File: src/rtl/tt_pkg.sv
`default_nettype none
// ============================================================================
// Module      : tt_pkg
// Description : Shared constants, FSM encoding and width helper for the
//               truth-table sweep checker.
// Revision    : 1.0 - initial release
// ============================================================================
package tt_pkg;

    localparam int c_MAX_N_IN   = 8;
    localparam int c_MAX_SETTLE = 15;
    localparam int c_TMR_W      = 4;

    localparam logic [1:0] c_ST_IDLE   = 2'd0;
    localparam logic [1:0] c_ST_HOLD   = 2'd1;
    localparam logic [1:0] c_ST_SAMPLE = 2'd2;
    localparam logic [1:0] c_ST_FINISH = 2'd3;

    // One extra bit so a sweep where every vector fails (2^N) still fits.
    function automatic int cnt_w(input int n_in);
        return n_in + 1;
    endfunction

endpackage
`default_nettype wire

File: src/rtl/tt_settle_timer.sv
`default_nettype none
// ============================================================================
// Module      : tt_settle_timer
// Description : Settle-time counter; tc marks the last hold cycle of a vector.
// Revision    : 1.0 - initial release
// ============================================================================
module tt_settle_timer
    import tt_pkg::*;
#(
    parameter int SETTLE = 2
) (
    input  logic clk,
    input  logic rst_n,
    input  logic clr,
    input  logic en,
    output logic tc
);

    if (SETTLE == 0) begin : g_no_wait
        logic w_unused;
        assign w_unused = &{1'b0, clk, rst_n, clr, en};
        assign tc       = 1'b1;
    end else begin : g_count
        logic [c_TMR_W-1:0] r_cnt;

        always_ff @(posedge clk or negedge rst_n) begin
            if (!rst_n) begin
                r_cnt <= '0;
            end else if (clr) begin
                r_cnt <= '0;
            end else if (en) begin
                r_cnt <= r_cnt + c_TMR_W'(1);
            end
        end

        assign tc = (r_cnt == c_TMR_W'(SETTLE - 1));
    end

endmodule
`default_nettype wire

File: config.mk
export PLATFORM = sky130hd
export DESIGN_NAME = tt_settle_timer
export DESIGN_NICKNAME = d
export VERILOG_FILES = /design/src/rtl/tt_pkg.sv /design/src/rtl/tt_settle_timer.sv
export SDC_FILE = /design/constraint.sdc
export NUM_CORES = 1
export LEC_CHECK = 0
export CAP_MARGIN = 20
export CORE_AREA = 2 2 39 41
export CTS_BUF_LIST = sky130_fd_sc_hd__clkbuf_8
export DETAILED_ROUTE_END_ITERATION = 12
export DIE_AREA = 0 0 41 43
export HOLD_SLACK_MARGIN = 0.15
export PLACE_DENSITY_LB_ADDON = 0.25
export SETUP_SLACK_MARGIN = 0.1
export SKIP_CTS_REPAIR_TIMING = 1
export SYNTH_ARGS = -nofsm -noshare
export SYNTH_HDL_FRONTEND = slang
export SYNTH_SLANG_ARGS = --single-unit
export TNS_END_PERCENT = 100
File: constraint.sdc
create_clock -name clk -period 1.7 [get_ports clk]
set_clock_uncertainty 0.2 [all_clocks]
set_input_delay 0.17 -clock clk [delete_from_list [all_inputs] [get_ports clk]]
set_output_delay 0.17 -clock clk [all_outputs]
set_load 0.1 [all_outputs]
==> flow_summary.yaml, run 1 <==
run_status:
  outcome: "completed"
sta:
  slew_violations: 0
  timing.final.ws_setup_ns: 0.101
  final-hold-violation-count: 0
  finalSetupTns_ns: 0
  max_freq_mhz: 625
  hold_ws_ns: 0.398
  max-slew-margin-rel_pct: 85.5
  setup_repair_after_global_routing_missed_its_margin: "yes"
  setup_viol: 0
  post-route-period-util_pct: 94.1
  post-route-min-period_ns: 1.60
  worst-slew-pin-transition_ns: 0.216
logic_synthesis:
  synth_enable_flop_cells: 0
  synth.top_cell.area_share_pct: 45.2
  mapped_area_um2: 221
  number_of_storage_elements_in_the_synthesis_netlist: 4
  synth.avg_cell_area_um2: 11.1
  synth.top_cells.by_area: "sky130_fd_sc_hd__dfrtp_1, sky130_fd_sc_hd__ha_1, sky130_fd_sc_hd__mux2_4"
  syn-num-nets: 26
  synth_cell_type_count: 14
  netlist.top_cell.by_area: "sky130_fd_sc_hd__dfrtp_1"
  synth_seq_area_share_pct: 45.2
  yosys-top-cells-count: "sky130_fd_sc_hd__dfrtp_1, sky130_fd_sc_hd__a21oi_1, sky130_fd_sc_hd__ha_1, sky130_fd_sc_hd__nor2_1"
  synthFlopType: "sky130_fd_sc_hd__dfrtp_1"
  ys.warnings.count: 0
  async_flop_share_pct: 100
  cell_with_the_most_instances_after_synthesis: "sky130_fd_sc_hd__dfrtp_1"
  synthesis.instances: 20
setup_path:
  worst-endpoint-required_ns: 1.33
  worstPathArrival_ns: 1.23
  setup.worst_path.end_class: "output pin"
  worstSetupPathType: "reg -> out"
  slowest_delay_ns: 0.40
  cp_max_fo: 4
  crit_slowest_cell: "sky130_fd_sc_hd__dfrtp_1"
  timing.critical_path.cells: "inv_1 > ha_1 > nor3b_4 > buf_12"
  timing.critical_path.from_type: "register"
routing:
  route.detailed.vias_per_inst: 3.89
  via_count: 171
  first_iter_violations: 6
  detailed_route_wire_length_um: 483
  drt_pass1_iterations: 4
  wire_per_inst_um: 11.0
  drt_drc_violations_left: 0
  antenna_left: 0
place:
  hpwl_um: 375
  placedInstanceArea_um2: 303
  post-place-ws_ns: 0.147
  io_buffer_count: 4
  gp_routability_congestion: 0.658
final_layout:
  layout.cell_area.non_filler_um2: 354
  antenna-diode-count: 0
  post_route_cells_drive_above_1_share_pct: 25.0
  nNetsFinal: 36
  synthToLayoutAreaGrowth_pct: 59.9
  biggestRegsByFlops: "g_count.r_cnt (4)"
  largest_register_ffs: 4
  largest-register: "g_count.r_cnt"
cts:
  clock_latency_on_the_worst_skew_pair_ns: 0.22
  clkTransAtPathRegs_ns: 0.03
  cts_root_buffer: "sky130_fd_sc_hd__clkbuf_8"
  numCtsBuffers: 3
  cts_tree: "yes"
  cts_max_level: 1
  tritoncts_num_sinks: 4
  clockBufferDepth: 2
floorplan:
  placement_rows: 14
  io_pins: 5
  dieWidth_um: 41
  dieArea_mm2: 0.00176
  start_util_pct: 16.0
  floorplan.die.height_um: 43
  core_region_area_mm2: 0.00138
global_routing:
  grt_overflow: 0
  groute.layer.met2.usage_pct: 8.44
  global_route_wire_length_before_repair_um: 717
  grtUsageTotal_pct: 7.15
  grt_pass1_vias: 161
  globalRoute.busiestLayer: "met2"
  grt_start_max_net_pins: 7
  initial_antenna_violation_count: 0
  use_met3_pct: 5.24
  met1_usage_pct: 8.12
power_and_ir_drop:
  irDropWorstVdd_mv: 0.276
  power.density_cell_area_mw_per_mm2: 1050
  sum_of_internal_switching_and_leakage_power_uw: 373
  static-leakage-power_nw: 0.153
min_path:
  hold_path_class: "reg -> reg"
run:
  number_of_maximum_capacitance_constraint_violations: 0
critical path: cells and delay by family, from the launching register on:
kind                       cells  cell delay (ns)
adders and majority gates      1             0.13
buffers and inverters          2             0.27
DFF                            1             0.40
and+or+nand+nor                1             0.21
cells by family (layout without fill, tap and decap cells):
logic type,Yosys count,in the layout,share of synthesized area (%)
AOI/OAI and AO/OA,3,3,9.04
xor gates and xnor gates,1,1,3.96
adders and majority gates,2,2,11.3
buffers and inverters,1,9,1.69
DFF,4,4,45.2
muxes,1,1,6.78
and+or+nand+nor,8,8,22.0
where the power goes:
group          internal, mW  total (mW)  switching [mW]
combinational        0.0307      0.0658          0.0352
clock                 0.151       0.201          0.0499
sequential            0.101       0.106         0.00585
per-stage QoR:
step	util, %	std cells
floorplan	-	20
global placement	21.9	40
detailed placement	21.9	40
CTS	24.9	43
global route	25.6	44
finish	25.6	44
final cells by class:
class | count | area, um^2
multi-input cells | 15 | 129
clock buffers | 3 | 41.3
flip-flops and latches | 4 | 100
repair buffers | 5 | 60.1
fillers | 148 | 1030
well taps | 16 | 20.0
inverters | 1 | 3.75
cells in the final DEF (no fill, tap or decap), drive strengths merged, types with 2 or more instances in the layout:
master,netlist,layout
a21oi,2,2
clkbuf,0,3
dfrtp,4,4
clkdlybuf4s50,0,3
ha,2,2
nor2,2,2
per-layer routing:
| layer | share of wire, % | routed length [um] | vias up |
|---|---|---|---|
| li1 | - | - | 85 |
| met1 | 43 | 210 | 83 |
| met2 | 49 | 238 | 3 |
| met4 | 0 | 0 | 0 |
| met5 | 0 | 0 | - |
| met3 | 7.0 | 34 | 0 |
worst paths after layout:
kind / from / to / slack, ns / cells after the start
min in group asynchronous: rst_n / g_count.r_cnt[0] / 0.51 / 2
max: g_count.r_cnt[1] / tc / 0.10 / 4
min: g_count.r_cnt[1] / g_count.r_cnt[1] / 0.40 / 2
max reg2reg: g_count.r_cnt[0] / g_count.r_cnt[1] / 0.37 / 3
max in group asynchronous: rst_n / g_count.r_cnt[1] / 0.61 / 2
min reg2reg: g_count.r_cnt[1] / g_count.r_cnt[1] / 0.40 / 2
No activity file was read; power rests on OpenSTA's default activity.
==> run 2: changes to the inputs <==
--- a/config.mk
+++ b/config.mk
@@ -12,6 +12,7 @@
 export DIE_AREA = 0 0 41 43
 export HOLD_SLACK_MARGIN = 0.15
 export PLACE_DENSITY_LB_ADDON = 0.25
+export RECOVER_POWER = 100
 export SETUP_SLACK_MARGIN = 0.1
 export SKIP_CTS_REPAIR_TIMING = 1
 export SYNTH_ARGS = -nofsm -noshare
==> run 2 against run 1 <==
Effect of this change: first-iteration DRC count unchanged; power decreased by 2.0%; combinational power is 11% lower; maximum frequency fell by 0.58%; critical endpoint unchanged; cell area decreased by 3.5%; sequential power hardly changed; die area unchanged; register-to-register slack about the same; highest routed layer unchanged; hold slack about the same; critical path type unchanged; clock-buffer cell count stayed put; non-clock buffer count unchanged; routed wire length shrank 0.62%.
==> flow_summary.yaml, run 2 (synthesized netlist as in run 1, its figures left out) <==
run_status:
  outcome: "completed"
final_layout:
  synthToLayoutAreaGrowth_pct: 54.2
  final_cells: 44
  mostFrequentLayoutCell: "sky130_fd_sc_hd__dfrtp_1"
  biggestRegsByFlops: "g_count.r_cnt (4)"
  nFillCells: 150
  largest_register_ffs: 4
  post_route_cells_drive_above_1_share_pct: 21.4
  nNetsFinal: 36
  mostFrequentLayoutCells: "sky130_fd_sc_hd__dfrtp_1, sky130_fd_sc_hd__clkbuf_8, sky130_fd_sc_hd__dlygate4sd3_1"
  largest-register: "g_count.r_cnt"
  layout.cell_area.non_filler_um2: 342
  antenna-diode-count: 0
floorplan:
  floorplan.die.height_um: 43
  start_util_pct: 16.0
  io_pins: 5
  dieWidth_um: 41
  core_region_area_mm2: 0.00138
  dieArea_mm2: 0.00176
  placement_rows: 14
place:
  hpwl_um: 375
  placedInstanceArea_um2: 303
  io_buffer_count: 4
  number_of_cells_in_the_design_after_placement: 40
  post-place-ws_ns: 0.147
  gp_routability_congestion: 0.658
sta:
  final-hold-violation-count: 0
  post-route-period-util_pct: 94.6
  slew_violations: 0
  setup_repair_after_global_routing_missed_its_margin: "yes"
  hold_ws_ns: 0.398
  worst-slew-pin-transition_ns: 0.221
  setup_viol: 0
  timing.final.ws_setup_ns: 0.0914
  post-route-min-period_ns: 1.61
  max_freq_mhz: 622
  max-slew-margin-rel_pct: 85.2
cts:
  tritoncts_num_sinks: 4
  cts_tree: "yes"
  clockBufferDepth: 2
  cts_root_buffer: "sky130_fd_sc_hd__clkbuf_8"
  numCtsBuffers: 3
  cts_max_level: 1
  clock_latency_on_the_worst_skew_pair_ns: 0.22
  clkTransAtPathRegs_ns: 0.03
routing:
  antenna_left: 0
  highest_layer: "met3"
  route.detailed.vias_per_inst: 3.86
  wl_met2_um: 236
  wirelength_met1_um: 207
  detailroute.wirelength.met3_um: 36
  drt_pass1_iterations: 4
  drt_drc_violations_left: 0
  via_count: 170
  detailed_route_wire_length_um: 480
  wire_per_inst_um: 10.9
  first_iter_violations: 6
power_and_ir_drop:
  comb_power_share_pct: 16.0
  static-leakage-power_nw: 0.148
  p_sw_uw: 89.5
  cell_internal_pwr_uw: 276
  p_clk_share_pct: 54.9
  power.density_cell_area_mw_per_mm2: 1070
  sum_of_internal_switching_and_leakage_power_uw: 366
  switching_share_pct: 24.5
  seq_power_share_pct: 29.1
  irDropWorstVdd_mv: 0.274
setup_path:
  timing.critical_path.cells: "inv_1 > ha_1 > nor3b_4 > buf_6"
  worst-endpoint-required_ns: 1.33
  cpLargestDelayFamily: "flip-flops"
  critPathBufInv: 2
  cp_max_fo: 4
  timing.critical_path.from_type: "register"
  worstPathArrival_ns: 1.24
  crit_slowest_cell: "sky130_fd_sc_hd__dfrtp_1"
  setup.worst_path.end_class: "output pin"
  worstSetupPathType: "reg -> out"
  slowest_delay_ns: 0.40
global_routing:
  grt_start_max_net_pins: 7
  grtUsageTotal_pct: 7.15
  grt_pass1_vias: 161
  global_route_wire_length_before_repair_um: 717
  initial_antenna_violation_count: 0
  grt_overflow: 0
run:
  number_of_maximum_capacitance_constraint_violations: 0
min_path:
  hold_path_class: "reg -> reg"
run 2: changes by cell type in the layout (fill, tap and decap cells not counted), sizes merged:
| cell | change |
|---|---|
| clkdlybuf4s50 | -2 |
| dlygate4sd3 | +2 |
run 2: tightest hold or removal path: cells and delay by family (launching register included):
kind | cells | cell delay [ns]
AOI/OAI and AO/OA | 1 | 0.06
and+or+nand+nor | 1 | 0.09
DFF | 1 | 0.40
run 2: layer usage:
metal / vias to the layer above / global-route usage, %
met1: 82 / 8.12
met4: 0 / 6.00
met2: 3 / 8.44
li1: 85 / -
met3: 0 / 5.24
met5: - / 0
run 2: final timing paths:
kind / from / to / slack [ns] / cells after the start
max: g_count.r_cnt[1] / tc / 0.09 / 4
max in group asynchronous: rst_n / g_count.r_cnt[1] / 0.55 / 2
max reg2reg: g_count.r_cnt[0] / g_count.r_cnt[1] / 0.37 / 3
min: g_count.r_cnt[1] / g_count.r_cnt[1] / 0.40 / 2
min reg2reg: g_count.r_cnt[1] / g_count.r_cnt[1] / 0.40 / 2
min in group asynchronous: rst_n / g_count.r_cnt[0] / 0.57 / 2
run 2: metrics by stage:
step / utilization [%] / TNS (ns)
final: 24.7 / 0
after global routing: 24.7 / 0
after CTS: 24.9 / 0
after detailed placement: 21.9 / 0
after global placement: 21.9 / 0
after floorplan: - / -0.0719
run 2: final cells by class:
| cell class | instances | area, um^2 | share of cell area (%) |
|---|---|---|---|
| Inverter | 1 | 3.75 | 1.10 |
| Clock buffer | 3 | 41.3 | 12.1 |
| Timing Repair Buffer | 5 | 51.3 | 15.0 |
| Tap cell | 16 | 20.0 | 5.86 |
| Multi-Input combinational cell | 15 | 125 | 36.6 |
| Sequential cell | 4 | 100 | 29.3 |
run 2: power by group through the flow:
stage	logic [mW]	clock network, mW	registers [mW]
after floorplan	0.0383	0	0.106
after global placement	0.0637	0	0.107
after global routing	0.0625	0.218	0.107
after CTS	0.0648	0.209	0.106
final	0.0585	0.201	0.106
after detailed placement	0.0646	0	0.107
